[config.mk]
export PLATFORM = sky130hd
export DESIGN_NAME = i_ddr_deser_flat
export DESIGN_NICKNAME = d
export VERILOG_FILES = /design/src/rtl/i_ddr_deser_if.sv /design/src/rtl/i_ddr_deser.sv /design/src/flat_wrapper.sv
export SDC_FILE = /design/constraint.sdc
export NUM_CORES = 1
export LEC_CHECK = 0
export BUFFER_PORTS_ARGS = -buffer_cell sky130_fd_sc_hd__buf_2
export CAP_MARGIN = 5
export CORE_ASPECT_RATIO = 1.1
export CORE_MARGIN = 3
export CORE_UTILIZATION = 45
export DETAILED_ROUTE_END_ITERATION = 8
export GPL_TIMING_DRIVEN = 0
export PLACE_DENSITY_LB_ADDON = 0.05
export SLEW_MARGIN = 0
export SYNTH_ARGS = -nofsm -noshare
export SYNTH_HDL_FRONTEND = slang
export SYNTH_SLANG_ARGS = --single-unit
[constraint.sdc]
create_clock -name C -period 1.5 [get_ports C]
set_input_delay 0.3 -clock C [delete_from_list [all_inputs] [get_ports C]]
set_output_delay 0.3 -clock C [all_outputs]
set_load 0.05 [all_outputs]
[src/rtl/i_ddr_deser_if.sv]
// i_ddr_deser_if: serial-in / parallel-out bundle for the input deserialiser.
// Ports: D (serial lanes), E (enable), BITSLIP (align request),
//        Q (parallel words), Q_VALID (one-cycle word strobe).
interface i_ddr_deser_if #(
    parameter int WIDTH = 1,
    parameter int RATIO = 4
);
    logic [WIDTH-1:0]       D;
    logic                   E;
    logic                   BITSLIP;
    logic [WIDTH*RATIO-1:0] Q;
    logic                   Q_VALID;

    // master: the serial source / word consumer side
    modport master (
        output D, E, BITSLIP,
        input  Q, Q_VALID
    );

    // slave: the deserialiser itself
    modport slave (
        input  D, E, BITSLIP,
        output Q, Q_VALID
    );
endinterface

[src/rtl/i_ddr_deser.sv]
// i_ddr_deser: multi-lane DDR/SDR input deserialiser with bitslip alignment.
// Ports: C clock, R sync active-high reset, io (slave): D/E/BITSLIP in,
//        Q (lane l at Q[l*RATIO +: RATIO], MSB oldest) and Q_VALID out.
module i_ddr_deser #(
    parameter int WIDTH    = 1,
    parameter int RATIO    = 4,
    parameter bit DDR_MODE = 1'b1
) (
    input logic          C,
    input logic          R,
    i_ddr_deser_if.slave io
);
    // Shift events per word: pairs in DDR, single bits in SDR.
    localparam int TC = DDR_MODE ? RATIO / 2 : RATIO;
    // A window at offset RATIO-1 reaches back 2*RATIO-1 bits into the
    // post-shift history, so only the bits that can still be reached
    // after the next shift are stored.
    localparam int HN = 2 * RATIO - 1;
    localparam int HQ = DDR_MODE ? HN - 2 : HN - 1;
    localparam int CW = $clog2(RATIO + 1);
    localparam int OW = $clog2(RATIO);

    localparam logic [CW-1:0] CNT_LAST = CW'(TC - 1);
    localparam logic [OW-1:0] OFF_LAST = OW'(RATIO - 1);

    generate
        if (WIDTH < 1 || WIDTH > 32) begin : g_bad_width
            $error("i_ddr_deser: WIDTH must be in 1..32");
        end
        if (RATIO < 2 || RATIO > 16) begin : g_bad_ratio
            $error("i_ddr_deser: RATIO must be in 2..16");
        end
        if (DDR_MODE && (RATIO % 2 != 0)) begin : g_bad_odd
            $error("i_ddr_deser: RATIO must be even in DDR mode");
        end
    endgenerate

    logic [WIDTH-1:0][HQ-1:0] hist_q, hist_d;
    logic [WIDTH-1:0][HN-1:0] hist_nx;
    logic [CW-1:0]            cnt_q, cnt_d;
    logic [OW-1:0]            off_q, off_d;
    logic                     bs_q, bs_d;
    logic [WIDTH*RATIO-1:0]   q_q, q_d;
    logic                     qv_q, qv_d;
    logic                     shift_en;

    generate
        if (DDR_MODE) begin : g_ddr
            logic [WIDTH-1:0] p_q, p_d;
            logic [WIDTH-1:0] n_q, n_d;
            logic             pv_q, pv_d;

            always_comb begin
                p_d  = io.D;
                n_d  = io.D;
                // a pair only counts if E was high when its first bit
                // was taken, so bits seen while disabled never leak in
                pv_d = io.E;
            end

            always_ff @(posedge C) begin
                if (R) begin
                    p_q  <= '0;
                    pv_q <= 1'b0;
                end else begin
                    p_q  <= p_d;
                    pv_q <= pv_d;
                end
            end

            always_ff @(negedge C) begin
                if (R) begin
                    n_q <= '0;
                end else begin
                    n_q <= n_d;
                end
            end

            // posedge bit is older than the following negedge bit
            always_comb begin
                for (int l = 0; l < WIDTH; l++) begin
                    hist_nx[l] = {hist_q[l], p_q[l], n_q[l]};
                end
            end

            assign shift_en = io.E & pv_q;
        end else begin : g_sdr
            always_comb begin
                for (int l = 0; l < WIDTH; l++) begin
                    hist_nx[l] = {hist_q[l], io.D[l]};
                end
            end

            assign shift_en = io.E;
        end
    endgenerate

    always_comb begin
        hist_d = hist_q;
        cnt_d  = cnt_q;
        off_d  = off_q;
        q_d    = q_q;
        qv_d   = 1'b0;
        bs_d   = io.BITSLIP;

        if (shift_en) begin
            for (int l = 0; l < WIDTH; l++) begin
                hist_d[l] = hist_nx[l][HQ-1:0];
            end
            if (cnt_q == CNT_LAST) begin
                cnt_d = '0;
                qv_d  = 1'b1;
                // the word is cut with the offset in force before any
                // slip requested on this same edge
                for (int l = 0; l < WIDTH; l++) begin
                    q_d[l*RATIO +: RATIO] = hist_nx[l][off_q +: RATIO];
                end
            end else begin
                cnt_d = cnt_q + CW'(1);
            end
        end

        // edge detector always tracks BITSLIP; only enabled edges slip
        if (io.E && io.BITSLIP && !bs_q) begin
            off_d = (off_q == OFF_LAST) ? '0 : off_q + OW'(1);
        end
    end

    always_ff @(posedge C) begin
        if (R) begin
            hist_q <= '0;
            cnt_q  <= '0;
            off_q  <= '0;
            bs_q   <= 1'b0;
            q_q    <= '0;
            qv_q   <= 1'b0;
        end else begin
            hist_q <= hist_d;
            cnt_q  <= cnt_d;
            off_q  <= off_d;
            bs_q   <= bs_d;
            q_q    <= q_d;
            qv_q   <= qv_d;
        end
    end

    assign io.Q       = q_q;
    assign io.Q_VALID = qv_q;
endmodule

[src/flat_wrapper.sv]
// flat-port wrapper written by rule: the top's interface ports become plain ports
module i_ddr_deser_flat 
#(
    parameter int WIDTH    = 1,
    parameter int RATIO    = 4,
    parameter bit DDR_MODE = 1'b1
)
  (C, R, io_D, io_E, io_BITSLIP, io_Q, io_Q_VALID);
  i_ddr_deser_if #(.WIDTH(WIDTH), .RATIO(RATIO)) io_i ();
  input logic C;
  input logic R;
  input wire logic [$bits(io_i.D)-1:0] io_D;
  input wire logic [$bits(io_i.E)-1:0] io_E;
  input wire logic [$bits(io_i.BITSLIP)-1:0] io_BITSLIP;
  output wire logic [$bits(io_i.Q)-1:0] io_Q;
  output wire logic [$bits(io_i.Q_VALID)-1:0] io_Q_VALID;
  assign io_i.D = io_D;
  assign io_i.E = io_E;
  assign io_i.BITSLIP = io_BITSLIP;
  assign io_Q = io_i.Q;
  assign io_Q_VALID = io_i.Q_VALID;
  i_ddr_deser #(.WIDTH(WIDTH), .RATIO(RATIO), .DDR_MODE(DDR_MODE)) u_core (.C(C), .R(R), .io(io_i));
endmodule
### After elaboration in Yosys (flattened, before gate mapping)

Cells that the tools add are included.

* register bits: 19
* output and inout bits: 5

* add/subtract/negate cells: 2
* equality and inequality tests: 2
* shifts and indexed selects: 1
* mux-type cells: 4
* bitwise operators: 2
* reductions and logical operators: 5

Operators with widths (count)
* 7-bit by 3-bit variable part select with 4-bit output: 1
* 3-bit by 1-bit adder with 3-bit output, second input constant: 1
* 3-bit by 1-bit equality test with 1-bit output, second input constant: 1
* 3-bit two-way mux: 1
* 2-bit by 1-bit adder with 2-bit output, second input constant: 1
* 2-bit equality test, second input constant: 1
* 1-bit logical AND: 2
* 1-bit two-way mux: 2
* 2-bit two-way mux: 1
* 2-bit AND reduction: 1
* 2-bit OR reduction: 1
* 1-bit bitwise AND: 1
* 1-bit zero test: 1
* 1-bit inverter: 1

### Depth between registers and ports, before layout

* depth in word-level cells: 3
* gate-level depth with buffers: 4
* gate-level depth less buffers: 3

==> summary.md <==
| Metric | Value |
|---|---|
| Synth Register Bits | 19 |
| Fraction of layout cells with a size suffix above 1 | 22.62% |
| Async SR Flop Fraction | 0% |
| Status | complete, but fails checks |
| Diode count | 0 |
| Via/cell ratio | 5.713 |
| # IOs | 10 |
| Post-synth EDFFs | 0 |
| Router iterations before antenna repair | 4 |
| Setup-failing EPs final | 1 |
| Synth area leaders | dfxtp_1, mux4_1, a21oi_1, o311a_1, nand2_1 |
| Total power | 0.8391 mW |
| Final net count | 91 |
| DP HPWL | 961.5 um |
| GRT Total Usage | 13.18% |
| Reg2Reg Depth | 2 |
| Yosys warnings | 0 |
| CP Max Fanout | 2 |
| Placed Cells incl. Taps | 97 |
| Failing checks | setup timing |
| First-pass GRT wire length | 2256 um |
| Endpoint class of the critical path | register |
| End of the critical path | u_core.io.Q[0] |
| Type of the worst setup path | register to register |
| Largest net degree at the start of global routing | 11 |
| Fill cell count | 161 |
| Clock latency on the worst-skew pair | 340 ps |
| # Max-Cap Violations | 0 |
| Maximum buffer depth of the clock tree | 2 |
| Final std cells w/o fill | 101 |
| Slew Viols, Final | 0 |
| CTS tree | done |
| Most used DFF post-synth | dfxtp_1 |
| Antenna violations before repair | 0 |
| Worst setup SP type | register |
| Crit path largest cell delay | 440 ps |
| GP Congestion | 0.7480 |
| Least-Margin Pin Slew | 477.4 ps |
| Syn Nets | 78 |
| Hold path start | io_D |
| Remaining antenna violation count after routing | 0 |
| Fin util | 55.10% |
| Arr. time, crit path | 2000 ps |
| Post-route worst setup slack | -304.2 ps |
| CTS Hold Bufs | 0 |
| CP startpoint | u_core.g_ddr.n_q |
| Mapped Area | 814.5 um^2 |
| CP max-delay cell | mux4_2 |
| Core area | 0.001633 mm^2 |
| Cell variety after synth | 26 |
| Slew headroom | 68.17% |
| Vias after detailed routing | 577 |
| Cell Rows | 15 |
| Die area | 0.002357 mm^2 |
| DR DRC count | 0 |
| Area leader, netlist | dfxtp_1 |
| Post-synth top area share | 46.70% |
| Total grt overflow | 0 |
| Power Density | 932.7 mW/mm^2 |
| Post-synthesis sequential area ratio | 46.70% |
| R2r endpoint | u_core.io.Q[0] |
| Die span in x | 46.57 um |
| Reg-to-reg slack, setup | -300 ps |
| Worst r2r src | u_core.g_ddr.n_q |
| Dpl ws | -262.8 ps |
| Unrepaired setup endpoints after global routing | true |
| H-tree depth | 1 |
| Vias in the first global route | 523 |
| Final Skew | 58.57 ps |
| Initial drt markers | 10 |
| IO Port Bufs | 8 |
| Area Overhead vs Synth | 10.45% |
| Die Y | 50.62 um |
| Final Hold Vio Count | 0 |
| Starting density of the core | 49.89% |
| CTS sink cnt | 19 |
| WL/cell | 12.94 um |
| HP Class | primary input to register |
| CP Cell Sequence | mux4_2 > a21o_1 |
| Top-count cell post-synth | dfxtp_1 |
| Clock buffer count from CTS | 3 |
| Peak supply drop | 585.2 uV |
| WL final | 1307 um |
| Avg Cell Area, Syn | 11.31 um^2 |
| Clk slew on worst S/H paths | 110 ps |
| CP Data Required Time | 1700 ps |
| Mapped Cells | 72 |
| Synth cell count leaders | dfxtp_1, nand2_1, a21oi_1, nand3_1 |
| CTS Root Buffer Type | clkbuf_4 |
| Setup tns final | -304.2 ps |
| LEAKAGE | 0.3814 nW |
cells in the final DEF, fill, tap and decap left out, drive strengths merged, types with 3 or more instances in the layout:
master / synthesis / final
a21oi: 7 / 7
o311a: 3 / 3
buf: 2 / 10
clkbuf: 1 / 5
nand2: 8 / 8
a21o: 3 / 3
mux4: 4 / 4
nand3: 6 / 6
nor2: 3 / 3
nor2b: 3 / 3
dfxtp: 19 / 19
critical path, delay by kind of cell (launching register included):
family         cells  cell delay [ps]
multiplexers       1              440
flip-flops         1              310
AO/OA/AOI/OAI      1              160
where the power goes:
| group | internal [mW] | switching, mW | leakage [nW] | total (mW) |
|---|---|---|---|---|
| Combinational | 0.0257 | 0.0296 | 0.206 | 0.0554 |
| Clock | 0.107 | 0.150 | 0.0203 | 0.256 |
| Sequential | 0.516 | 0.0113 | 0.155 | 0.527 |
through the flow:
stage	hold slack, ps	area [um^2]
2_1_floorplan	371.6	810.8
3_3_place_gp	448.1	872.1
3_5_place_dp	471.4	872.1
4_1_cts	244.2	898.4
5_1_grt	230.8	899.6
6_report	247.3	899.6
state kept, by name, summed over array words and instances, names as in the netlist:
name and cells:
u_core.bs_q 1, u_core.cnt_q 3, u_core.g_ddr.n_q 1, u_core.g_ddr.p_q 1, u_core.g_ddr.pv_q 1, u_core.hist_q 5, u_core.io.Q 4, u_core.io.Q_VALID 1
u_core.off_q 2
what timing repair did:
item | in CTS | in global routing
buffers inserted | 0 | 0
pin swaps | 0 | 0
endpoints found under the setup margin | 1 | 1
hold endpoints to repair | 0 | 0
gates resized for setup | 0 | 1
worst min-delay path by stage:
stage / endpoint / slack [ps] / depth (start not counted)
6_report: u_core.g_ddr.p_q / 250 / 2
5_1_grt: u_core.g_ddr.p_q / 230 / 2
4_1_cts: u_core.g_ddr.p_q / 240 / 2
3_5_place_dp: u_core.hist_q[1] / 470 / 2
3_3_place_gp: u_core.hist_q[4] / 450 / 2
2_1_floorplan: u_core.bs_q / 370 / 1
cell type report:
cell class,count,area (um^2),area share [%]
multi-input combinational,48,400.4,44.51
sequential,19,381.6,42.42
timing repair buffer,8,40.04,4.451
clock buffer,4,26.28,2.921
buffer,3,22.52,2.503
tap,17,21.27,2.364
clock inverter,1,3.754,0.4172
inverter,1,3.754,0.4172
cell families (layout without fill, tap and decap cells):
| family | Yosys count | in the layout | share of synthesized area [%] |
|---|---|---|---|
| compound gates | 15 | 15 | 13.52 |
| xor+xnor | 2 | 2 | 2.151 |
| fa+ha+maj | 1 | 1 | 1.536 |
| buf+inv | 5 | 17 | 3.687 |
| flops | 19 | 19 | 46.70 |
| mux | 5 | 5 | 13.67 |
| simple gates | 25 | 25 | 18.74 |
per-layer routing:
layer	wire, um	track usage [%]	part of all wire, %
met5	0	0	0
met1	622	16.44	48
met2	622	20.87	48
met3	55	3.226	4.2
met4	8	5.687	0.61
No activity file was read; power rests on OpenSTA's default activity.
